[src/rtl/fb_arb_pkg.sv]
// Shared types and constants for the frame-buffer Avalon-MM two-master arbiter.
package fb_arb_pkg;

    typedef enum logic [1:0] {
        IDLE = 2'd0,
        GNT0 = 2'd1,
        GNT1 = 2'd2
    } arb_state_t;

    typedef logic master_id_t;

    localparam master_id_t M0_ID = 1'b0;
    localparam master_id_t M1_ID = 1'b1;

    // Wide enough for MAX_BURST up to 255.
    localparam int BURST_CNT_W = 8;

endpackage

[src/rtl/fb_arb_id_fifo.sv]
// Read-ID FIFO: remembers which master issued each outstanding read so the
// response can be routed back in order. DEPTH must be a power of 2, >= 2.
module fb_arb_id_fifo
    import fb_arb_pkg::*;
#(
    parameter int DEPTH = 4
) (
    input  logic       clk,
    input  logic       rst,
    input  logic       push,
    input  master_id_t wdata,
    input  logic       pop,
    output logic       full,
    output logic       empty,
    output master_id_t rdata
);

    localparam int AW = $clog2(DEPTH);
    localparam logic [AW:0] PTR_ONE = {{AW{1'b0}}, 1'b1};

    logic [AW:0] wr_ptr_r;
    logic [AW:0] rd_ptr_r;
    master_id_t  mem_r [DEPTH];
    logic        do_push_s;
    logic        do_pop_s;

    // Extra pointer MSB distinguishes full from empty when the indices match.
    assign full      = (wr_ptr_r[AW] != rd_ptr_r[AW]) && (wr_ptr_r[AW-1:0] == rd_ptr_r[AW-1:0]);
    assign empty     = (wr_ptr_r == rd_ptr_r);
    assign rdata     = mem_r[rd_ptr_r[AW-1:0]];
    assign do_push_s = push & ~full;
    assign do_pop_s  = pop & ~empty;

    // Pointer and storage update.
    always_ff @(posedge clk or posedge rst) begin
        if (rst) begin
            wr_ptr_r <= '0;
            rd_ptr_r <= '0;
            for (int i = 0; i < DEPTH; i++) begin
                mem_r[i] <= M0_ID;
            end
        end else begin
            if (do_push_s) begin
                mem_r[wr_ptr_r[AW-1:0]] <= wdata;
                wr_ptr_r                <= wr_ptr_r + PTR_ONE;
            end
            if (do_pop_s) begin
                rd_ptr_r <= rd_ptr_r + PTR_ONE;
            end
        end
    end

endmodule

[src/rtl/framebuffer_avn_arbiter.sv]
// Two-master round-robin Avalon-MM arbiter with burst limit and in-order read
// routing. Define FB_ARB_PERF_CNT_EN to add accept/stall performance counters.
module framebuffer_avn_arbiter
    import fb_arb_pkg::*;
#(
    parameter int AVN_AW         = 18,
    parameter int AVN_DW         = 16,
    parameter int MAX_BURST      = 16,
    parameter int RD_OUTSTANDING = 4
) (
    input  logic                sys_clk,
    input  logic                sys_rst,
    input  logic [AVN_AW-1:0]   m0_avn_address,
    input  logic                m0_avn_write,
    input  logic [AVN_DW-1:0]   m0_avn_writedata,
    input  logic [AVN_DW/8-1:0] m0_avn_byteenable,
    output logic                m0_avn_waitrequest,
    input  logic [AVN_AW-1:0]   m1_avn_address,
    input  logic                m1_avn_read,
    input  logic                m1_avn_write,
    input  logic [AVN_DW-1:0]   m1_avn_writedata,
    input  logic [AVN_DW/8-1:0] m1_avn_byteenable,
    output logic                m1_avn_waitrequest,
    output logic [AVN_DW-1:0]   m1_avn_readdata,
    output logic                m1_avn_readdatavalid,
    output logic [AVN_AW-1:0]   framebuffer_avn_address,
    output logic                framebuffer_avn_read,
    output logic                framebuffer_avn_write,
    output logic [AVN_DW-1:0]   framebuffer_avn_writedata,
    output logic [AVN_DW/8-1:0] framebuffer_avn_byteenable,
    input  logic                framebuffer_avn_waitrequest,
    input  logic [AVN_DW-1:0]   framebuffer_avn_readdata,
    input  logic                framebuffer_avn_readdatavalid,
`ifdef FB_ARB_PERF_CNT_EN
    output logic [31:0]         perf_m0_cnt,
    output logic [31:0]         perf_m1_cnt,
    output logic [31:0]         perf_stall_cnt,
`endif
    output logic                rsp_err
);

    localparam logic [BURST_CNT_W-1:0] BURST_LAST = BURST_CNT_W'(MAX_BURST - 1);
    localparam logic [BURST_CNT_W-1:0] BURST_ONE  = {{(BURST_CNT_W-1){1'b0}}, 1'b1};

    arb_state_t             state_r;
    arb_state_t             state_s;
    logic [BURST_CNT_W-1:0] burst_cnt_r;
    logic [BURST_CNT_W-1:0] burst_cnt_s;
    master_id_t             last_winner_r;
    master_id_t             last_winner_s;
    logic                   rsp_err_r;

    logic       req0_s;
    logic       req1_s;
    logic       rd_block_s;
    logic       accept_s;
    logic       burst_done_s;
    logic       fifo_push_s;
    logic       fifo_pop_s;
    logic       fifo_full_s;
    logic       fifo_empty_s;
    master_id_t fifo_rdata_s;

    assign req0_s       = m0_avn_write;
    assign req1_s       = m1_avn_read | m1_avn_write;
    // A full ID FIFO blocks host reads even when a response pops this cycle.
    assign rd_block_s   = (state_r == GNT1) & m1_avn_read & fifo_full_s;
    assign accept_s     = (framebuffer_avn_read | framebuffer_avn_write) & ~framebuffer_avn_waitrequest;
    assign burst_done_s = accept_s & (burst_cnt_r == BURST_LAST);

    // Slave-side command mux and master waitrequests.
    always_comb begin
        framebuffer_avn_address    = '0;
        framebuffer_avn_read       = 1'b0;
        framebuffer_avn_write      = 1'b0;
        framebuffer_avn_writedata  = '0;
        framebuffer_avn_byteenable = '0;
        m0_avn_waitrequest         = 1'b1;
        m1_avn_waitrequest         = 1'b1;
        case (state_r)
            GNT0: begin
                framebuffer_avn_address    = m0_avn_address;
                framebuffer_avn_write      = m0_avn_write;
                framebuffer_avn_writedata  = m0_avn_writedata;
                framebuffer_avn_byteenable = m0_avn_byteenable;
                m0_avn_waitrequest         = framebuffer_avn_waitrequest;
            end
            GNT1: begin
                framebuffer_avn_address    = m1_avn_address;
                framebuffer_avn_read       = m1_avn_read & ~rd_block_s;
                framebuffer_avn_write      = m1_avn_write;
                framebuffer_avn_writedata  = m1_avn_writedata;
                framebuffer_avn_byteenable = m1_avn_byteenable;
                m1_avn_waitrequest         = framebuffer_avn_waitrequest | rd_block_s;
            end
            default: begin
                framebuffer_avn_address = '0;
            end
        endcase
    end

    // Grant FSM next state, burst count and round-robin pointer.
    always_comb begin
        state_s       = state_r;
        burst_cnt_s   = burst_cnt_r;
        last_winner_s = last_winner_r;
        case (state_r)
            IDLE: begin
                if (req0_s && req1_s) begin
                    state_s = (last_winner_r == M0_ID) ? GNT1 : GNT0;
                end else if (req0_s) begin
                    state_s = GNT0;
                end else if (req1_s) begin
                    state_s = GNT1;
                end else begin
                    state_s = IDLE;
                end
            end
            GNT0: begin
                if (!req0_s || burst_done_s) begin
                    last_winner_s = M0_ID;
                    burst_cnt_s   = '0;
                    // An exhausted burst with nobody waiting is simply re-granted.
                    if (req1_s) begin
                        state_s = GNT1;
                    end else if (req0_s) begin
                        state_s = GNT0;
                    end else begin
                        state_s = IDLE;
                    end
                end else if (accept_s) begin
                    burst_cnt_s = burst_cnt_r + BURST_ONE;
                end else begin
                    burst_cnt_s = burst_cnt_r;
                end
            end
            GNT1: begin
                if (!req1_s || burst_done_s) begin
                    last_winner_s = M1_ID;
                    burst_cnt_s   = '0;
                    if (req0_s) begin
                        state_s = GNT0;
                    end else if (req1_s) begin
                        state_s = GNT1;
                    end else begin
                        state_s = IDLE;
                    end
                end else if (accept_s) begin
                    burst_cnt_s = burst_cnt_r + BURST_ONE;
                end else begin
                    burst_cnt_s = burst_cnt_r;
                end
            end
            default: begin
                state_s     = IDLE;
                burst_cnt_s = '0;
            end
        endcase
    end

    // Arbitration state registers.
    always_ff @(posedge sys_clk or posedge sys_rst) begin
        if (sys_rst) begin
            state_r       <= IDLE;
            burst_cnt_r   <= '0;
            last_winner_r <= M1_ID;
        end else begin
            state_r       <= state_s;
            burst_cnt_r   <= burst_cnt_s;
            last_winner_r <= last_winner_s;
        end
    end

    assign fifo_push_s = framebuffer_avn_read & ~framebuffer_avn_waitrequest;
    assign fifo_pop_s  = framebuffer_avn_readdatavalid & ~fifo_empty_s;

    fb_arb_id_fifo #(
        .DEPTH (RD_OUTSTANDING)
    ) u_id_fifo (
        .clk   (sys_clk),
        .rst   (sys_rst),
        .push  (fifo_push_s),
        .wdata (M1_ID),
        .pop   (fifo_pop_s),
        .full  (fifo_full_s),
        .empty (fifo_empty_s),
        .rdata (fifo_rdata_s)
    );

    assign m1_avn_readdatavalid = fifo_pop_s & (fifo_rdata_s == M1_ID);
    assign m1_avn_readdata      = m1_avn_readdatavalid ? framebuffer_avn_readdata : '0;

    // Sticky flag for a response that has no matching outstanding read.
    always_ff @(posedge sys_clk or posedge sys_rst) begin
        if (sys_rst) begin
            rsp_err_r <= 1'b0;
        end else if (framebuffer_avn_readdatavalid && fifo_empty_s) begin
            rsp_err_r <= 1'b1;
        end else begin
            rsp_err_r <= rsp_err_r;
        end
    end

    assign rsp_err = rsp_err_r;

`ifdef FB_ARB_PERF_CNT_EN
    logic m0_acc_s;
    logic m1_acc_s;
    logic stall_s;

    assign m0_acc_s = accept_s & (state_r == GNT0);
    assign m1_acc_s = accept_s & (state_r == GNT1);
    assign stall_s  = (req0_s & m0_avn_waitrequest) | (req1_s & m1_avn_waitrequest);

    // Free-running performance counters, wrapping at 2^32.
    always_ff @(posedge sys_clk or posedge sys_rst) begin
        if (sys_rst) begin
            perf_m0_cnt    <= 32'd0;
            perf_m1_cnt    <= 32'd0;
            perf_stall_cnt <= 32'd0;
        end else begin
            perf_m0_cnt    <= perf_m0_cnt + {31'd0, m0_acc_s};
            perf_m1_cnt    <= perf_m1_cnt + {31'd0, m1_acc_s};
            perf_stall_cnt <= perf_stall_cnt + {31'd0, stall_s};
        end
    end
`endif

endmodule

[config.mk]
export PLATFORM = sky130hd
export DESIGN_NAME = framebuffer_avn_arbiter
export DESIGN_NICKNAME = d
export VERILOG_FILES = /design/src/rtl/fb_arb_pkg.sv /design/src/rtl/fb_arb_id_fifo.sv /design/src/rtl/framebuffer_avn_arbiter.sv
export SDC_FILE = /design/constraint.sdc
export NUM_CORES = 1
export LEC_CHECK = 0
export BUFFER_PORTS_ARGS = -buffer_cell sky130_fd_sc_hd__buf_2
export CORE_MARGIN = 3
export CORE_UTILIZATION = 37
export CTS_BUF_LIST = sky130_fd_sc_hd__clkbuf_8
export DETAILED_ROUTE_END_ITERATION = 7
export PLACE_DENSITY = 0.78
export SLEW_MARGIN = 5
export SYNTH_ARGS = -nofsm -noshare
export SYNTH_HDL_FRONTEND = slang
export SYNTH_SLANG_ARGS = --single-unit
[constraint.sdc]
create_clock -name sys_clk -period 1.8 [get_ports sys_clk]
set_input_delay 0.18 -clock sys_clk [delete_from_list [all_inputs] [get_ports sys_clk]]
set_output_delay 0.18 -clock sys_clk [all_outputs]
set_load 0.005 [all_outputs]
==> implementation parameters <==
Parameter                              Value

Drt
  Met2 wire len    approximately 4600 um
  Routed WL per cell    about 17 um
  Residual DRC count    0
  Iteration-0 DRC Markers    136
  Total Routed Length    8530 um
  Highest metal layer with signal wires    met4
  Amount of wire on met3 after detailed routing    554 um
  Antenna violation net count after detailed routing    0
  Total iterations of the first detailed-routing run    4
  Metal1 wirelength    about 3200 um
  Avg Vias per Cell    5.17
  Vias after detailed routing    between 2000 and 3000

Timing
  Final worst slack    -0.241 ns
  Transition time at the pin with the least slew margin    0.349 ns
  Relative slew slack    around three quarters
  Max-slew violation count    0
  Total Negative Setup Slacks    -5.10 ns
  Final min period    2.04 ns
  # setup viols final    51
  Worst-case clock skew    0.00942 ns
  WHS    approximately 0.14 ns
  Endpoints failing hold    0
  Setup repair after global routing missed its margin    true
  Highest attainable clock frequency    0.490 GHz
  Final critical-path share of the clock period    113%

Synthesis
  Ys Warns    0
  Flip-flop and latch count after synthesis    22
  Average cell area after synthesis    8.58 sq um
  Cell count after synthesis    ~230
  Sequential area share after synthesis    27.7%
  Primary FF master, synth    sky130_fd_sc_hd__dfrtp_1
  Number of unique standard cell types used by synthesis    between 40 and 50
  Post-Synthesis Cell Area    1990 sq um
  Synthesized netlist net count    337
  Number of synthesized flops with an enable pin    0
  Fraction of registers with async set/reset    100%

Power and ir drop
  Net switching power figure    2.27 mW
  Cell leakage power    1.89 nW
  Worst-case vdd ir drop    1.13 mV
  Sequential power share    13.8%
  Power share of the combinational group    77.8%
  Clock power share    8.4%
  Switching share of total power    39.9%
  Total power    5.70 mW
  Internal power contribution    3.43 mW
  Power per cell area    ~1500 nW/um^2

Setup path
  Terminus of the critical flop-to-flop path    burst_cnt_r[1]$_DFFE_PP0N_
  Worst reg2reg path startpoint    state_r[1]$_DFFE_PP0P_
  Req. time, crit path    1.62 ns
  Arrival time at the worst endpoint    1.86 ns
  Critical path class    reg2out
  Worst setup EP type    output port
  Maximum fanout count along the critical path    8
  Critical Path Source Type    flip-flop
  Worst Reg-to-Reg Cells    8
  Reg-to-reg slack, setup    -0.13 ns

Worst hold path
  Worst min-delay path class    in2reg
  Endpoint of the worst hold-timing path    rsp_err$_DFFE_PP0P_
  Startpoint of the worst hold path    framebuffer_avn_readdatavalid
  Worst Hold Depth    2

Global route
  Aggregate global-route resource usage    roughly a fifth
  GRT overflow    0
  Pin count of the biggest net entering global routing    41
  Global-route wire length before repair    10700 um
  Number of antenna violations at the first check in global routing    0
  Number of global-route vias before repair    2240

Flow run
  Max_cap viols    0

Cells and area
  Total area of multi-input combinational cells    between 1500 and 2000 sq um
  Fill cells    350
  Commonest non-fill, non-tap cells in the layout    sky130_fd_sc_hd__buf_2 (137), sky130_fd_sc_hd__a22oi_2 (36), sky130_fd_sc_hd__nor2b_1 (36)
  Sequential Area    552 sq um
  Layout Cells excl Fill    493
  Most common cell after layout, fill and taps aside    sky130_fd_sc_hd__buf_2
  Layout overhead on the synthesized area    95.2%
  Final Util    75.6%
  Diode count    0
  Fraction of layout cells with a size suffix above 1    68.6%
  Net count reported at finish    529
  Final instance area    approximately 3900 sq um

Status
  Run status    complete, but fails checks
  Violated checks    setup timing

Place
  IO buf count    152
  Placed instance count    roughly 470
  Placer's final routability congestion estimate    0.836
  DPL Wire Length    5090 um
  Post-place instance area    approximately 3000 sq um
  Setup WS pre-CTS    -0.0736 ns

CTS
  TritonCTS Sinks    22
  Worst-case clock buffer depth    2
  Buffer type at the clock tree root    sky130_fd_sc_hd__clkbuf_8
  Number of clock buffers inserted by TritonCTS    3
  Worst-skew pair later-pin latency    0.27 ns
  Clock tree from TritonCTS    done
  Clock H-tree levels    1
  Clock transition at the registers of the reported paths    0.09 ns

Floorplan
  Overall die width    79.4 um
  Die footprint    6300 sq um
  Count of pins on the block boundary    roughly 150
  Effective utilization at floorplan    38.7%
  Number of core rows    26
  Core ar.    5140 sq um
  Die H    79.4 um
cells in the mapped netlist, drive strengths merged, types with 2 or more instances:
library cell	n	area share (%)
a21boi	2	0.94
a21o	7	2.6
a21oi	6	1.5
a22oi	36	14
and2	17	5.3
and4b	2	1.0
clkbuf	16	3.1
dfrtp	21	26
ha	10	6.3
inv	9	1.7
nand2	14	2.6
nand2b	3	0.94
nand4	2	0.63
nor2	7	1.3
nor2b	38	12
o2111ai	2	1.8
o21ai	12	3.8
or3	3	0.94
xnor2	5	2.2
xor2	2	1.3
per-layer routing:
metal / GRT usage (%) / vias to the layer above
met1: 25.8 / 1229
li1: - / 1209
met3: 3.06 / 10
met4: 2.41 / 0
met5: 0 / -
met2: 38.2 / 103
power by group through the flow:
stage	Sequential, mW	Clock (mW)	Combinational [mW]
after global placement	0.772	0	2.78
final	0.787	0.477	4.44
after global routing	0.807	0.501	4.75
after detailed placement	0.778	0	2.86
after CTS	0.784	0.479	3.40
after floorplan	0.780	0	1.77
flip-flops by register name (all words and copies together) (netlist names):
| register | count |
|---|---|
| burst_cnt_r | 8 |
| u_id_fifo.mem_r | 4 |
| u_id_fifo.rd_ptr_r | 3 |
| u_id_fifo.wr_ptr_r | 3 |
| state_r | 2 |
| last_winner_r | 1 |
| rsp_err | 1 |
cell families after synthesis:
group                      synth area share (%)
AOI/OAI and AO/OA                          29.2
adders and majority gates                  6.29
DFF                                        27.7
xor gates and xnor gates                   3.46
muxes                                      1.89
buffers and inverters                      5.03
and+or+nand+nor                            26.4
how the worst max path moves through the flow:
stage,startpoint,end,slack (ns),cells after the start
floorplan,state_r[0]$_DFFE_PP0P_,burst_cnt_r[2]$_DFFE_PP0N_,-0.05,9
global placement,state_r[0]$_DFFE_PP0P_,burst_cnt_r[7]$_DFFE_PP0N_,-0.005,9
detailed placement,state_r[1]$_DFFE_PP0P_,burst_cnt_r[7]$_DFFE_PP0N_,-0.07,8
CTS,u_id_fifo.rd_ptr_r[0]$_DFFE_PP0P_,m1_avn_readdata[3],-0.22,6
global route,u_id_fifo.rd_ptr_r[0]$_DFFE_PP0P_,m1_avn_readdata[7],-0.31,6
finish,u_id_fifo.rd_ptr_r[0]$_DFFE_PP0P_,m1_avn_readdata[7],-0.24,6
area by class of cell:
type	instances	area share, %
inverter	9	0.870
tap	70	2.25
sequential	22	14.2
multi-input combinational	184	44.0
timing repair buffer	204	36.9
clock buffer	3	1.06
clock inverter	1	0.773
timing repair:
item                       in CTS  in global routing
pin swaps                      20                 12
gates cloned                    2                  6
hold endpoints to repair       21                  0
setup buffers                   6                  8
setup endpoints to repair      60                 70
hold buffers                    1                  0
gates resized for setup        46                 80
critical path, cell delays in order (launching register included):
cell and delay (ns):
sky130_fd_sc_hd__dfrtp_1 0.42, sky130_fd_sc_hd__buf_6 0.13, sky130_fd_sc_hd__mux4_2 0.48, sky130_fd_sc_hd__nor2b_4 0.16, sky130_fd_sc_hd__buf_6 0.14, sky130_fd_sc_hd__and2_1 0.13
sky130_fd_sc_hd__buf_2 0.13
(Power assumes the default switching activity.)
